**src/rtl/p_box_seq.sv**
```systemverilog
// Sequential W-bit permutation box with a runtime-loadable table, applied a
// programmable number of rounds. Inverse mode is built only with P_BOX_SEQ_INV_EN.
module p_box_seq #(
   parameter int W = 8,
   parameter int IDXW = $clog2(W),
   parameter int RW = 4,
   parameter logic [W*IDXW-1:0] INIT_PERM = 24'h4F19C5
) (
   input  logic            clk,
   input  logic            rst,
   input  logic [W-1:0]    I,
   input  logic            inv,
   input  logic [RW-1:0]   rounds,
   input  logic            in_valid,
   output logic            in_ready,
   output logic [W-1:0]    O,
   output logic            out_valid,
   input  logic            out_ready,
   input  logic            cfg_we,
   input  logic [IDXW-1:0] cfg_idx,
   input  logic [IDXW-1:0] cfg_src,
   output logic            busy,
   output logic            perm_ok
);

   typedef enum logic [1:0] {IDLE, BUSY, DONE} state_t;

   state_t                   state;
   logic [W-1:0]             work;
   logic [RW-1:0]            cnt;
   logic [W-1:0][IDXW-1:0]   tbl, tbl_next;
   logic                     ok_next;
   logic [W-1:0]             fwd, step;

   assign O = work;

   // Table writes only land in IDLE, so an in-flight operation sees a fixed table.
   always_comb begin
      tbl_next = tbl;
      if (state == IDLE && cfg_we && int'(cfg_idx) < W)
         tbl_next[cfg_idx] = cfg_src;
   end

   // perm_ok is evaluated on the post-write table so it is valid right after the write edge.
   always_comb begin
      logic [W-1:0] seen;
      seen    = '0;
      ok_next = 1'b1;
      for (int k = 0; k < W; k++) begin
         if (int'(tbl_next[k]) >= W || seen[tbl_next[k]])
            ok_next = 1'b0;
         else
            seen[tbl_next[k]] = 1'b1;
      end
   end

   for (genvar k = 0; k < W; k++) begin : g_fwd
      assign fwd[k] = (int'(tbl[k]) < W) ? work[tbl[k]] : 1'b0;
   end

`ifdef P_BOX_SEQ_INV_EN
   logic         inv_r;
   logic [W-1:0] bwd;

   for (genvar j = 0; j < W; j++) begin : g_bwd
      logic [W-1:0] hit;
      for (genvar k = 0; k < W; k++) begin : g_hit
         assign hit[k] = work[k] & (tbl[k] == IDXW'(j));
      end
      assign bwd[j] = |hit;
   end

   assign step = inv_r ? bwd : fwd;
`else
   logic unused_inv;
   assign unused_inv = inv;
   assign step = fwd;
`endif

   always_ff @(posedge clk) begin
      if (rst) begin
         state     <= IDLE;
         work      <= '0;
         cnt       <= '0;
         tbl       <= INIT_PERM;
         perm_ok   <= 1'b1;
         in_ready  <= 1'b1;
         out_valid <= 1'b0;
         busy      <= 1'b0;
`ifdef P_BOX_SEQ_INV_EN
         inv_r     <= 1'b0;
`endif
      end else begin
         tbl     <= tbl_next;
         perm_ok <= ok_next;
         case (state)
            IDLE: if (in_valid) begin
               work     <= I;
               cnt      <= rounds;
`ifdef P_BOX_SEQ_INV_EN
               inv_r    <= inv;
`endif
               in_ready <= 1'b0;
               busy     <= 1'b1;
               if (rounds == '0) begin
                  state     <= DONE;
                  out_valid <= 1'b1;
               end else begin
                  state <= BUSY;
               end
            end
            BUSY: begin
               work <= step;
               cnt  <= cnt - RW'(1);
               if (cnt == RW'(1)) begin
                  state     <= DONE;
                  out_valid <= 1'b1;
               end
            end
            DONE: if (out_ready) begin
               state     <= IDLE;
               out_valid <= 1'b0;
               in_ready  <= 1'b1;
               busy      <= 1'b0;
            end
            default: state <= IDLE;
         endcase
      end
   end

endmodule
```
**config.mk**
```make
export PLATFORM = sky130hd
export DESIGN_NAME = p_box_seq
export DESIGN_NICKNAME = d
export VERILOG_FILES = /design/src/rtl/p_box_seq.sv
export SDC_FILE = /design/constraint.sdc
export NUM_CORES = 1
export LEC_CHECK = 0
export CORE_ASPECT_RATIO = 0.7
export CORE_MARGIN = 2
export CORE_UTILIZATION = 30
export CTS_CLUSTER_SIZE = 8
export DETAILED_ROUTE_END_ITERATION = 8
export PLACE_DENSITY = 0.49
export RECOVER_POWER = 25
export SYNTH_ARGS = -nofsm -noshare
export SYNTH_HDL_FRONTEND = slang
export SYNTH_SLANG_ARGS = --single-unit
```
**constraint.sdc**
```tcl
create_clock -name clk -period 3.7 [get_ports clk]
set_clock_uncertainty 0.1 [all_clocks]
set_input_delay 0.37 -clock clk [delete_from_list [all_inputs] [get_ports clk]]
set_output_delay 0.37 -clock clk [all_outputs]
set_load 0.01 [all_outputs]
```
== Word-level counts from Yosys, hierarchy flattened ==
Memories as Yosys holds them, arrays and structs flattened.
Index checks and enable logic that the tools add are counted.

* Multiplexer cells: 83
* Magnitude comparators: 25
* Bitwise operators: 6
* Reductions and logical operators: 18
* Add/sub/neg operators: 1
* Eq/ne operators: 7

{| class="wikitable"
|+ Operator list
! cell !! count
|-
| less-than comparator 3 x 4 -> 1 bit (second input constant) || 17
|-
| 2-to-1 mux 8 bit || 8
|-
| OR 8 bit || 6
|-
| binary-select mux 1 bit (select 3 bit) || 15
|-
| 2-to-1 mux 1 bit || 38
|-
| bitwise mux 24 bit || 1
|-
| >= comparator 3 x 1 -> 1 bit (second input constant) || 8
|-
| 2-to-1 mux 24 bit || 1
|-
| demux 1 bit (select 3 bit) || 7
|-
| one-hot mux 8 bit (2 select lines) || 1
|-
| demux 3 bit (select 3 bit) || 1
|-
| logical AND 1 bit || 9
|-
| 2-to-1 mux 2 bit || 4
|-
| one-hot mux 4 bit (2 select lines) || 1
|-
| inequality test 2 bit (second input constant) || 3
|-
| one-hot mux 2 bit (3 select lines) || 1
|-
| AND reduction 3 bit || 2
|-
| AND reduction 5 bit || 1
|-
| equality test 4 x 1 -> 1 bit (second input constant) || 1
|-
| logical NOT 4 bit || 1
|-
| 2-to-1 mux 4 bit || 1
|-
| one-hot mux 1 bit (2 select lines) || 2
|-
| nonzero test 2 bit || 2
|-
| subtractor 4 x 1 -> 4 bit (second input constant) || 1
|-
| 8 further kinds || 8
|}

* Bits in registers: 42
* Word-level logic and storage cells: 156
* Output and inout bits: 12
* Bits of input ports: 24
* Bits in read-only memories: 8
* Memories: 1

{| class="wikitable"
|+ Memory list
! name !! words !! bits a word !! read ports !! clocked after Yosys merged registers in !! wr ports !! RTL line !! RTL
|-
| (name not given) || 8 || 1 || 1 || 0 || 0 || 50 || <nowiki>if (int'(tbl_next[k]) >= W || seen[tbl_next[k]])</nowiki>
|}

== Depth between registers and ports, before layout ==
* Depth after elaboration: 32
* Depth in mapped cells: 16
* Mapped depth without buffers: 12

== Least setup slack after synthesis ==
OpenSTA, ideal clock, no wires.

* Path kind: register to register
* Start: register state[1]
* End: register perm_ok
* Data arrival time: 3.527 ns
* Path buffers: 3
* Cell stages (with the launch flop): 15
* Required time: 3.484 ns
* Path slack: -0.044 ns
* Clock period less this slack: 3.744 ns
* Library setup time: 0.116 ns
* Cell sequence: dfxtp_1 > or4b_1 > buf_2 > buf_2 > nor2_4 > mux2i_1 > clkbuf_1 > nor2_1 > o211ai_1 > a2bb2oi_1 > nand3_1 > o311ai_1 > a221oi_2 > a311o_1 > a41o_1

* Cells in the longest elaborated chain, start to end: 29
* Elaborated cells on any way between the ends: 75
* Those cells by class: 14 x order compare; 45 x mux; 6 x bitwise; 9 x reduce/logical; 1 x memory

{| class="wikitable"
|+ Ends and longest elaborated chain
! item !! RTL line !! RTL
|-
| start: declaration || 28 || <nowiki>state_t state;</nowiki>
|-
| start signal: assignment || 82 || <nowiki>state <= IDLE;</nowiki>
|-
| start signal: assignment || 106 || <nowiki>state <= DONE;</nowiki>
|-
| start signal: assignment || 109 || <nowiki>state <= BUSY;</nowiki>
|-
| logical NOT 2 bit (*) || 40 || <nowiki>if (state == IDLE && cfg_we && int'(cfg_idx) < W)</nowiki>
|-
| logical AND 1 bit (*) || 40 ||
|-
| 2-to-1 mux 24 bit (*) || 40 ||
|-
| less-than comparator 3 x 4 -> 1 bit (not written as such) or >= comparator 3 x 1 -> 1 bit (tied branches) || 53 || <nowiki>seen[tbl_next[k]] = 1'b1;</nowiki>
|-
| logical AND 1 bit (not written as such) || 53 ||
|-
| 2-to-1 mux 1 bit (not written as such) || 53 ||
|-
| demux 1 bit (select 3 bit) || 53 ||
|-
| 2-to-1 mux 8 bit || 50 ||
|-
| (+13 left out) || - ||
|-
| 2-to-1 mux 1 bit (not written as such) || 50 ||
|-
| 2-to-1 mux 8 bit || 50 ||
|-
| binary-select mux 1 bit (select 3 bit) || 50 ||
|-
| 2-to-1 mux 1 bit (not written as such) || 50 ||
|-
| 2-to-1 mux 8 bit || 50 ||
|-
| binary-select mux 1 bit (select 3 bit) || 50 ||
|-
| 2-to-1 mux 1 bit (not written as such) || 50 ||
|-
| 2-to-1 mux 1 bit (*) || 50 ||
|-
| end signal: assignment || 95 || <nowiki>perm_ok <= ok_next;</nowiki>
|-
| end: declaration || 23 || <nowiki>output logic perm_ok</nowiki>
|}

Every way passes the cells marked *; elsewhere a longest branch is shown, timed or not. The select of a mux whose other input is x is not followed.
A chain may end at the register's enable or synchronous reset.

== Worst setup path after layout ==
Ends and elaborated chain as after synthesis.

==> flow_summary.toml <==
[final_layout]
design_area_um2 = 7066
n_antenna_cell = 0
layout_common_cells = "193 x buf_4, 68 x nand2_1, 53 x nor2_1"
final_common_cell = "buf_4"
syn_to_final_growth_pct = 50.87
drive_gt1_share_pct = 38.46
layout.nets = 831

[run_status]
outcome = "complete, but fails checks"
violations = "negative setup slack"

[critical_path]
cp_data_required_time_ns = 3.83
cp-end-kind = "flip-flop"
path_buf_inv = 2
setup.worst_path.end = "perm_ok"
critical_path_class = "reg2reg"
cp_max_fo = 7
r2r.worst_path.cells = 14
cp-start-kind = "flip-flop"
rr_endpoint = "perm_ok"
rrSetupSlack_ns = -0.07
worstPathCellList = "nor4b_4, buf_4, a21oi_4, a211oi_4, o22ai_2, or4_4, a21o_4, nand2b_4, buf_6, a211oi_4, o31ai_2, a221oi_2, a311o_1, a41o_1"
slowest_stage = "or4_4"
timing.rr.start = "state[1]"
cpLargestDelayFamily = "compound AO/OA/AOI/OAI gates"
cp_slowest_stage_delay_ns = 0.56
critPathArrivalTime_ns = 3.90
startpoint = "state[1]"
path_common_cell = "a211oi_4"
path_depth = 14

[grt]
overflow = 0
grt_util_all_layers_pct = 23.96
grt_pass1_vias = 5488
grt_antenna_before_repair = 0
grt_max_degree = 31
grt_pass1_wl_mm = 31.16

[cts]
root_buffer = "clkbuf_16"
worstSkewPairLatency_ns = 0.29
cts.sinks = 42
ctsHoldBuffers = 0
cts_made_buffers = 5
cts_buffer_depth = 2
clk_pin_slew_ns = 0.06
cts_tree = "built"
htree_levels = 2

[power]
peakVddDrop_uv = 167.2
power.leakage_uw = 0.002817
power_density_nw_per_um2 = 272.4

[synth]
ys_types = 89
synthesis.nets = 644
synthXorXnorAreaFrac_pct = 1.870
yosysWarningCount = 0
synth_top_family_by_area = "simple AND/OR/NAND/NOR gates"
synth_seq_cells = 42
synthAdderAreaFrac_pct = 0.5343
synth-simple-area-share_pct = 32.27
synth_compound_area_share_pct = 26.93
synth_edf_count = 0
synthesis.area_um2 = 4683
ys_seq_area_share_pct = 17.95
muxShareOfSynthArea_pct = 14.51
async_flop_share_pct = 0
synth_ff_type = "dfxtp_1"
syn_inst = 618
syn_area_per_cell_um2 = 7.578

[placed_design]
place_congestion = 0.9609
portBuffers = 34
placed_area_um2 = 6437
hpwlAfterDp_mm = 15.81

[route]
routed-wl-met3_mm = 1.757
wl_met1_mm = 10.01
drt_pre_antenna_iters = 7
routed_wl_mm = 20.43
wl_per_cell_um = 20.31
highest_layer = "met4"
num_vias = 5791
drc_errors = 0
postRouteAntennaNets = 0
met2_length_mm = 8.339
routed_via_density = 5.756
drt_iter0_drc = 538

[floorplanning]
fp.dieH_um = 108.5
io_pins = 36
fp.coreArea_um2 = 15360
die_area_um2 = 16640
die_w_um = 153.3
initial_core_util_pct = 30.50
placementRows = 38

[sta]
fmax_ghz = 0.2652
rsz0062_at_grt = "yes"
period_minus_slack_ns = 3.771
tns_ns = -0.07088
slew_viol_final = 0
hold_violations = 0
max-slew-margin-rel_pct = 24.87
finalCritPeriodShare_pct = 101.9
setup_viol = 1
setup_slack_ns = -0.07088
worst_pin_slew_ns = 1.123

[worst_hold_path]
hp-class = "reg2reg"

[run]
maxCapViolations = 0
state kept, by name (all words and copies together) (netlist names):
register and count:
cnt 4, tbl 24, out_valid 1, busy 1
perm_ok 1, state 2, O 8, in_ready 1
worst min path at each step:
| stage | cells after the start | start | slack, ns | endpoint |
|---|---|---|---|---|
| 6_report | 2 | cnt[1] | 0.40 | cnt[1] |
| 5_1_grt | 2 | cnt[1] | 0.42 | cnt[1] |
| 4_1_cts | 2 | cnt[1] | 0.41 | cnt[1] |
| 3_5_place_dp | 2 | cnt[1] | 0.40 | cnt[1] |
| 3_3_place_gp | 2 | cnt[3] | 0.37 | cnt[3] |
| 2_1_floorplan | 2 | cnt[1] | 0.36 | cnt[1] |
repair_timing:
action | in CTS | in global routing
pin swaps | 11 | 28
endpoints found under the setup margin | 1 | 1
gates resized for setup | 34 | 54
cloned | 0 | 0
buffers inserted | 4 | 10
hold endpoints to repair | 0 | 0
power by group:
group	switching (µW)	internal [µW]	total, µW	leakage (µW)
logic	425	439	864	0.00240
registers	93.1	501	594	0.000345
clock network	195	272	467	0.0000745
stage by stage:
step           power (µW)  utilization (%)  setup WS (ns)  hold WS (ns)  cells
6_report             1925            46.01       -0.07088        0.4023   1006
5_1_grt              2027            46.01        -0.1409        0.4231   1006
4_1_cts              1875            43.80       0.004900        0.4054    997
3_5_place_dp         1382            41.92        -0.7516        0.3961    985
3_3_place_gp         1371            41.92        -0.6542        0.3694    985
2_1_floorplan        1012                -        0.01401        0.3609    618
cells by family (layout without fill, tap and decap cells):
kind of cell	Yosys count	after routing
flops	42	42
xor+xnor	10	10
buf+inv	64	252
fa+ha+maj	2	2
mux	45	45
compound gates	176	176
simple gates	279	279
layer usage:
layer | up-vias | track usage [%]
met5 | - | 0
met4 | 0 | 4.522
met3 | 26 | 5.411
met2 | 248 | 34.73
met1 | 2802 | 36.21
li1 | 2715 | -
worst min-delay path, stage by stage, from the launching register on:
cell and delay (ns):
dfxtp_1 0.33, nand3_1 0.07, a21oi_1 0.06
Yosys cell counts (4+ instances only):
cell type | instances | area [µm²]
nand3_1 | 23 | 115.1
inv_1 | 8 | 30.03
a211o_1 | 5 | 43.79
nand2b_1 | 16 | 100.1
nor4_1 | 5 | 31.28
buf_2 | 9 | 45.04
nand2_1 | 69 | 259.0
and3_1 | 5 | 31.28
a31oi_1 | 8 | 50.05
mux2_2 | 11 | 123.9
nand4_1 | 4 | 25.02
xnor2_1 | 6 | 52.55
dfxtp_1 | 42 | 840.8
or4_1 | 4 | 30.03
o22ai_1 | 12 | 75.07
clkbuf_1 | 37 | 138.9
nand3b_1 | 12 | 90.09
mux4_2 | 17 | 382.9
o21ai_0 | 14 | 70.07
o211ai_1 | 5 | 37.54
mux2i_1 | 15 | 150.1
and2_1 | 8 | 50.05
a21oi_1 | 44 | 220.2
nor2_1 | 56 | 210.2
nor3b_1 | 7 | 52.55
or3_1 | 7 | 43.79
nor2b_1 | 17 | 106.4
a211oi_1 | 24 | 180.2
o31ai_1 | 4 | 30.03
xor2_1 | 4 | 35.03
nor3_1 | 19 | 95.09
a311oi_1 | 8 | 70.07
area by class of cell:
cell class | count | area [µm²]
repair buffers | 233 | 1849
flip-flops and latches | 42 | 848.3
clock inverters | 1 | 8.758
clock buffers | 7 | 142.6
inverters | 11 | 41.29
well taps | 200 | 250.2
multi-input cells | 512 | 3925
fillers | 1533 | 8292
(Power assumes the default switching activity.)
